`src/rtl/l2_mem_pkg.sv`:
```
// Shared definitions for the L2-to-memory line bridge: geometry, FSM states
// and the beat address helper.
package l2_mem_pkg;

    localparam int TNUM     = 18;
    localparam int INUM     = 8;
    localparam int LINE_W   = 512;
    localparam int BEAT_W   = 32;
    localparam int BEATS    = LINE_W / BEAT_W;
    localparam int OFFSET_W = 6;
    localparam int CNT_W    = $clog2(BEATS);

    typedef enum logic [2:0] {
        IDLE     = 3'd0,
        WR_BURST = 3'd1,
        RD_BURST = 3'd2,
        DONE     = 3'd3,
        GAP      = 3'd4
    } state_e;

    // Byte address of beat cnt within the line {tag, index}.
    function automatic logic [31:0] line_addr(
        input logic [TNUM-1:0]  tag,
        input logic [INUM-1:0]  index,
        input logic [CNT_W-1:0] cnt
    );
        return {tag, index, {OFFSET_W{1'b0}}} + {{(32-CNT_W-2){1'b0}}, cnt, 2'b00};
    endfunction

endpackage

```
`src/rtl/l2_mem_beat_shifter.sv`:
```
// Line working register and beat counter: serves write beats out of a
// latched line and assembles read beats into the same register.
module l2_mem_beat_shifter
    import l2_mem_pkg::*;
(
    input  logic              clk,
    input  logic              nrst,
    input  logic              i_clr,
    input  logic              i_load,
    input  logic [LINE_W-1:0] i_line,
    input  logic              i_advance,
    input  logic              i_insert,
    input  logic [BEAT_W-1:0] i_beat,
    output logic [CNT_W-1:0]  o_cnt,
    output logic [BEAT_W-1:0] o_beat,
    output logic [LINE_W-1:0] o_line_ins
);

    logic [CNT_W-1:0]  r_cnt;
    logic [LINE_W-1:0] r_line;

    // Beat counter: cleared on load/clear, steps on every accepted beat.
    always_ff @(posedge clk) begin
        // NOTE: sequential state uses <= so every flop samples pre-edge values.
        if (!nrst)
            r_cnt <= '0;
        else if (i_clr || i_load)
            r_cnt <= '0;
        else if (i_advance)
            r_cnt <= r_cnt + CNT_W'(1);
    end

    // Line register: latched whole for writes, filled beat by beat for reads.
    always_ff @(posedge clk) begin
        // NOTE: no reset here; every bit is written before it is ever consumed.
        if (i_load)
            r_line <= i_line;
        else if (i_advance && i_insert)
            r_line <= o_line_ins;
    end

    // Current line with the incoming read beat merged at the counter slot.
    always_comb begin
        // NOTE: default assignment first so no path leaves the output unassigned.
        o_line_ins = r_line;
        o_line_ins[int'(r_cnt)*BEAT_W +: BEAT_W] = i_beat;
    end

    assign o_cnt  = r_cnt;
    assign o_beat = r_line[int'(r_cnt)*BEAT_W +: BEAT_W];

endmodule

```
`src/rtl/l2_mem_bridge.sv`:
```
// Bridge between L2 line requests and a 32-bit external memory port:
// each 512-bit line moves as 16 beats, finished by a one-cycle ready pulse.
module l2_mem_bridge
    import l2_mem_pkg::*;
(
    input  logic              clk,
    input  logic              nrst,
    input  logic              read_L2_MEM,
    input  logic              write_L2_MEM,
    input  logic [TNUM-1:0]   tag_L2_MEM,
    input  logic [INUM-1:0]   index_L2_MEM,
    input  logic [TNUM-1:0]   write_tag_L2_MEM,
    input  logic [INUM-1:0]   write_index_L2_MEM,
    input  logic [LINE_W-1:0] write_data_L2_MEM,
    output logic              ready_MEM_L2,
    output logic [LINE_W-1:0] read_data_MEM_L2,
    output logic              mem_req,
    output logic              mem_we,
    output logic [31:0]       mem_addr,
    output logic [BEAT_W-1:0] mem_wdata,
    input  logic              mem_ack,
    input  logic [BEAT_W-1:0] mem_rdata
);

    state_e            r_state;
    logic [TNUM-1:0]   r_tag;
    logic [INUM-1:0]   r_index;
    logic [LINE_W-1:0] r_rd_line;

    logic              w_burst;
    logic              w_last;
    logic              w_load;
    logic              w_clr;
    logic              w_advance;
    logic [CNT_W-1:0]  w_cnt;
    logic [BEAT_W-1:0] w_beat;
    logic [LINE_W-1:0] w_line_ins;

    assign w_burst   = (r_state == WR_BURST) || (r_state == RD_BURST);
    assign w_advance = w_burst && mem_ack;
    assign w_last    = w_advance && (w_cnt == CNT_W'(BEATS-1));
    // Write-back wins when both requests are up in IDLE.
    assign w_load    = (r_state == IDLE) && write_L2_MEM;
    assign w_clr     = (r_state == IDLE);

    l2_mem_beat_shifter u_shifter (
        .clk        (clk),
        .nrst       (nrst),
        .i_clr      (w_clr),
        .i_load     (w_load),
        .i_line     (write_data_L2_MEM),
        .i_advance  (w_advance),
        .i_insert   (r_state == RD_BURST),
        .i_beat     (mem_rdata),
        .o_cnt      (w_cnt),
        .o_beat     (w_beat),
        .o_line_ins (w_line_ins)
    );

    // Transaction FSM: latch the request, run the burst, pulse ready, rest one cycle.
    always_ff @(posedge clk) begin
        if (!nrst) begin
            r_state   <= IDLE;
            r_tag     <= '0;
            r_index   <= '0;
            r_rd_line <= '0;
        end else begin
            case (r_state)
                IDLE: begin
                    if (write_L2_MEM) begin
                        r_tag   <= write_tag_L2_MEM;
                        r_index <= write_index_L2_MEM;
                        r_state <= WR_BURST;
                    end else if (read_L2_MEM) begin
                        r_tag   <= tag_L2_MEM;
                        r_index <= index_L2_MEM;
                        r_state <= RD_BURST;
                    end
                end
                WR_BURST: begin
                    if (w_last)
                        r_state <= DONE;
                end
                RD_BURST: begin
                    if (w_last) begin
                        r_state   <= DONE;
                        r_rd_line <= w_line_ins;
                    end
                end
                DONE:    r_state <= GAP;
                GAP:     r_state <= IDLE;
                default: r_state <= IDLE;
            endcase
        end
    end

    assign ready_MEM_L2     = (r_state == DONE);
    assign read_data_MEM_L2 = r_rd_line;
    assign mem_req          = w_burst;
    assign mem_we           = (r_state == WR_BURST);
    assign mem_addr         = w_burst ? line_addr(r_tag, r_index, w_cnt) : '0;
    assign mem_wdata        = (r_state == WR_BURST) ? w_beat : '0;

endmodule

```
`config.mk`:
```
export PLATFORM = sky130hd
export DESIGN_NAME = l2_mem_bridge
export DESIGN_NICKNAME = d
export VERILOG_FILES = /design/src/rtl/l2_mem_pkg.sv /design/src/rtl/l2_mem_beat_shifter.sv /design/src/rtl/l2_mem_bridge.sv
export SDC_FILE = /design/constraint.sdc
export NUM_CORES = 2
export LEC_CHECK = 0
export ABC_AREA = 1
export BUFFER_PORTS_ARGS = -buffer_cell sky130_fd_sc_hd__buf_4
export CORE_AREA = 3 3 454 456
export CTS_CLUSTER_DIAMETER = 60
export DETAILED_ROUTE_END_ITERATION = 10
export DIE_AREA = 0 0 457 459
export SETUP_SLACK_MARGIN = 0.2
export SLEW_MARGIN = 10
export SYNTH_ARGS = -nofsm -noshare
export SYNTH_HDL_FRONTEND = slang
export SYNTH_HIERARCHICAL = 1
export SYNTH_SLANG_ARGS = --single-unit
export TNS_END_PERCENT = 50
```
`constraint.sdc`:
```
create_clock -name clk -period 21.3 [get_ports clk]
set_input_delay 4.26 -clock clk [delete_from_list [all_inputs] [get_ports clk]]
set_output_delay 4.26 -clock clk [all_outputs]
set_load 0.02 [all_outputs]
```
# == Word-level counts from Yosys, hierarchy flattened ==
# Index checks and enable logic that the tools add are counted.
# op_classes
addsub,3
eq_ne,6
n_shift,3
muxes,13
bitwise,1
n_reduce_logical,14
# ops
cell,n
$mux W512,2
$bwmux W512,1
$shift A32 B33 Y512 const A,1
$shiftx A32 B33 Y512,1
$shiftx A512 B10 Y32,1
$mux W32,2
$mux W18,2
$neg A9 Y33,1
$add A32 B6 Y32,1
$mux W8,2
$mux W3,3
$pmux W3 S3,1
$eq A3 B2 Y1 const B,2
$reduce_and A2 Y1,3
$add A4 B1 Y4 const B,1
$eq A4 B4 Y1 const B,1
$logic_and A1 B1 Y1,4
$reduce_bool A2 Y1,2
$reduce_or A2 Y1,2
$eq A3 B1 Y1 const B,1
$logic_not A3 Y1,1
$ne A3 B3 Y1 const B,1
$logic_or A1 B1 Y1,2
$ne A2 B1 Y1 const B,1
$not A1 Y1,1
# totals
register_bits,1057
inputBits,601
out_inout_bits,579
elab_cells,46

# == Logic depth before layout (Yosys ltp) ==
# depth
depth_word,6
depth_mapped,16
mapped_depth_nobuf,12

# == Hierarchy ==
# The synthesis kept the hierarchy.
# modules_own_cells
module,instances,cells_per_inst,area_per_inst_um2,seq_area_each_um2
l2_mem_beat_shifter,1,5212,36495.0,15454.8
l2_mem_bridge,1,3588,22524.1,10830.4

# == Worst setup path after synthesis ==
# No wires, ideal clock.
# synth_timing
kind,input-to-reg
start,in write_L2_MEM
end,reg u_shifter.r_line[0] (enable)
setup_ps,3634
t_arrival_ps,13955
required_ps,17666
setup_slack_ps,3711
path_stages,9
n_path_buf,5
cell_sequence,clkbuf_1 buf_1 nand2_1 inv_1 clkbuf_1 inv_2 clkbuf_1 clkbuf_1 nand2_1
# synth_via
elab_chain_cells,2
# synth_rtl
item,line_no,text
start: declaration,l2_mem_bridge.sv:9,"input logic write_L2_MEM,"
$logic_and A1 B1 Y1,l2_mem_bridge.sv:43,assign w_load = (r_state == IDLE) && write_L2_MEM;
via w_load,l2_mem_bridge.sv:32,logic w_load;
$reduce_bool A2 Y1 (no line),-,
end signal: assignment,l2_mem_beat_shifter.sv:37,r_line <= i_line;
end signal: assignment,l2_mem_beat_shifter.sv:39,r_line <= o_line_ins;
end: declaration,l2_mem_beat_shifter.sv:20,logic [LINE_W-1:0] r_line;
# The timed path passes the listed nets, and every way through them passes these cells.
# A chain may end at the register's enable or synchronous reset.

# == Worst setup path in the final report ==
# layout_timing
start,in write_L2_MEM
end,reg u_shifter.r_line[66] (enable)
# The elaborated chain is that of the path after synthesis.

==> flow_metrics.tcl <==
set metrics [dict create \
    dp.final_hpwl_um 293000 \
    slew_violations 0 \
    drt-vias-per-instance 5.16 \
    cts_root_buf "clkbuf_16" \
    finalSetupViolations 0 \
    n_fill_cell 21800 \
    ff2ff_setup_slack_ns 14.66 \
    first_pass_iters 6 \
    ys_seq_area_share_pct 44.5 \
    ys_ff_latch 1057 \
    netlist_area_mm2 0.0590 \
    powerDensity_mw_per_mm2 115 \
    grt_overflow 0 \
    crit_fanout 112 \
    drv_cap 1 \
    fmax_ghz 0.105 \
    synth_compound_area_share_pct 6.00 \
    die_x_um 457 \
    hold_path_class "register to register" \
    timing.critical_path.mode_cell "buf_4" \
    slew_headroom_pct 0.621 \
    grt_antenna_before_repair 56 \
    gp_congestion 0.947 \
    syn_area_per_cell_um2 6.71 \
    synth_edf_count 512 \
    synthDistinctLibCells 31 \
    clk_pin_slew_ns 0.06 \
    clock-sinks 1057 \
    die_h_um 459 \
    cts_buffers 150 \
    wire_per_inst_um 30.8 \
    row_count 165 \
    io_pins 1180 \
    violations "max-capacitance violations" \
    crit_path_end_kind "register" \
    die-area_mm2 0.210 \
    synth-async-reset-ratio_pct 0 \
    outcome "complete, but fails checks" \
    core_mm2 0.202 \
    slowest_delay_ns 0.97 \
    first_iter_violations 9259 \
    final_nets 10300 \
    power_leakage_nw 38.1 \
    synthMuxAreaShare_pct 0 \
    synth_fa_ha_area_share_pct 0.0636 \
    htree_num_levels 4 \
    drc 0 \
    synth-simple-area-share_pct 38.7 \
    grt_pass1_wl_um 507000 \
    rsz0062_at_grt "no" \
    yosys-top-cells-count "3021 x nand2_1, 1103 x nor2_1, 1004 x inv_1" \
    num_vias 64400 \
    grt_usage_pct 35.1 \
    first_global_vias 59700 \
    max-vdd-ir-drop_v 0.0000811 \
    critPathSlowestCell "buf_4" \
    yosys.area.top_type_share_pct 26.1 \
    synth.most_common_cell "nand2_1" \
    synth_xor_area_share_pct 0 \
    synth_cells 8800 \
    crit_chain "buf_4 > nand2_1 > inv_8 > inv_8 > nand2_4 > buf_4 > buf_4 > buf_4 > buf_4" \
    area_delta_synth_final_pct 27.2 \
    antenna_left 0 \
    start_util_pct 29.2 \
    critPathTopFamily "buffers and inverters" \
    drive_above_1_share_pct 16.1 \
    worst_setup_path_start_kind "primary input" \
    worst_pin_slew_ns 1.49 \
    arrival_ns 9.98 \
    cts_resized 0 \
    synth_flop_cell "dfxtp_1" \
    layout_min_cycle_time_ns 9.52 \
    tns_ns 0 \
    power_mw 8.62 \
    ys_top_cells_by_area "edfxtp_1 26%, nand2_1 19%, dfxtp_1 18%" \
    port_buffers 1177 \
    worstSetupPathType "primary input to register" \
    synth_top_family_by_area "simple AND/OR/NAND/NOR gates" \
    cts_setup_buffers 0 \
    wirelength_um 384000 \
    hold_viol_final 0 \
    cts_hold_buffers 0 \
    whs_ns 0.454 \
    clk_latency_ns 0.84 \
    clock-skew-final_ns 0.0461 \
    grt_max_degree 207 \
    ys.warnings.count 6 \
    cts_tree "done" \
    post-route-period-util_pct 44.7 \
    cp.buffers_inverters 7 \
    critical_path_required_ns 21.77 \
    synth_top_area_cell "edfxtp_1" \
    clock_path_buffers 3 \
]
## cell families (layout without fill, tap and decap cells)
| family | count (synthesis) | in the layout |
|---|---|---|
| other | 1 | 40 |
| AND/OR/NAND/NOR | 5460 | 5460 |
| flip-flops | 1057 | 1057 |
| AO/OA/AOI/OAI | 675 | 675 |
| buffers and inverters | 1604 | 2585 |
| adder cells (fa/ha/maj) | 3 | 3 |
## tightest hold or removal path, delay by kind of cell (launching register included)
| family | cells | cell delay (ns) |
|---|---|---|
| buffers and inverters | 1 | 0.06 |
| AO/OA/AOI/OAI | 1 | 0.06 |
| flip-flops | 1 | 0.29 |
## metal layers
| layer | track usage (%) | part of all wire [%] | routed length, µm |
|---|---|---|---|
| met4 | 21.3 | 6.9 | 26600 |
| met2 | 52.7 | 43 | 165000 |
| met3 | 10.8 | 11 | 41300 |
| met1 | 43.8 | 39 | 151000 |
| met5 | 0.918 | 0.12 | 443 |
## where the power goes
group / total, mW / leakage, nW / switching, mW / internal, mW
logic: 2.90 / 26.2 / 2.17 / 0.733
clock network: 2.67 / 2.58 / 1.08 / 1.59
registers: 3.05 / 9.32 / 0.276 / 2.77
## area by class of cell
type | instances | area, µm² | share of cell area, %
clock inverters | 71 | 797 | 1.06
clock buffers | 211 | 4450 | 5.92
multi-input cells | 6140 | 26500 | 35.3
inverters | 1016 | 3850 | 5.12
flip-flops and latches | 1057 | 26300 | 35.0
diodes | 38 | 95.1 | 0.127
repair buffers | 1287 | 9770 | 13.0
well taps | 2672 | 3340 | 4.45
## worst paths after layout
kind | end | from | cells after the start
worst max-delay path | u_shifter/r_line[66]$_DFFE_PP_ | write_L2_MEM | 9
worst max register to register | u_shifter/r_line[66]$_DFFE_PP_ | r_state[0]$_SDFFE_PN0P_ | 11
worst min-delay path | r_tag[17]$_SDFFE_PN0P_ | r_tag[17]$_SDFFE_PN0P_ | 2
worst min register to register | r_tag[17]$_SDFFE_PN0P_ | r_tag[17]$_SDFFE_PN0P_ | 2
## sequential cells by signal, summed over array words and instances (netlist names)
signal	flops
read_data_MEM_L2	512
r_state	3
u_shifter/o_cnt	4
u_shifter/r_line	512
r_tag	18
r_index	8
## cell usage in the layout, fill, tap and decap left out, types with 3 or more instances in the layout
master      synthesis  routed
clkinv_1            1       5
nand3_2             3       3
nand4_1           133     133
clkinv_4            0       3
nor2_4              1       3
nor2_1           1103    1102
clkinv_8            0       5
inv_2              11       7
inv_6               0      12
clkbuf_1          313      27
clkinv_2            0      24
nand2_2             5       9
o21ai_0           235     230
dfxtp_1           545     542
inv_8               0       5
clkbuf_8            0      20
nand3_1           833     833
nand2_1          3021    3016
a21oi_1           227     226
bufinv_16           0       9
diode_2             0      38
nor3_4              1       4
clkbuf_16           0     162
buf_4               7    1279
o21ai_1           148     153
inv_16              0       4
o211ai_1           65      65
and2_1            352     352
inv_1            1004    1002
clkinvlp_4          0       5
edfxtp_1          512     512
buf_12              0       5
inv_4               0       5
## through the flow
step                utilization, %  area [µm²]  setup slack, ns  cells
detailed placement            34.5       69700            10.85  12200
global route                  37.1       75000            11.54  12500
global placement              34.5       69700            10.94  12200
CTS                           37.1       74900            11.81  12500
finish                        37.2       75100            11.78  12500
floorplan                        -       59000             3.71   8801
Note: power is estimated with default switching activity, not from simulation.
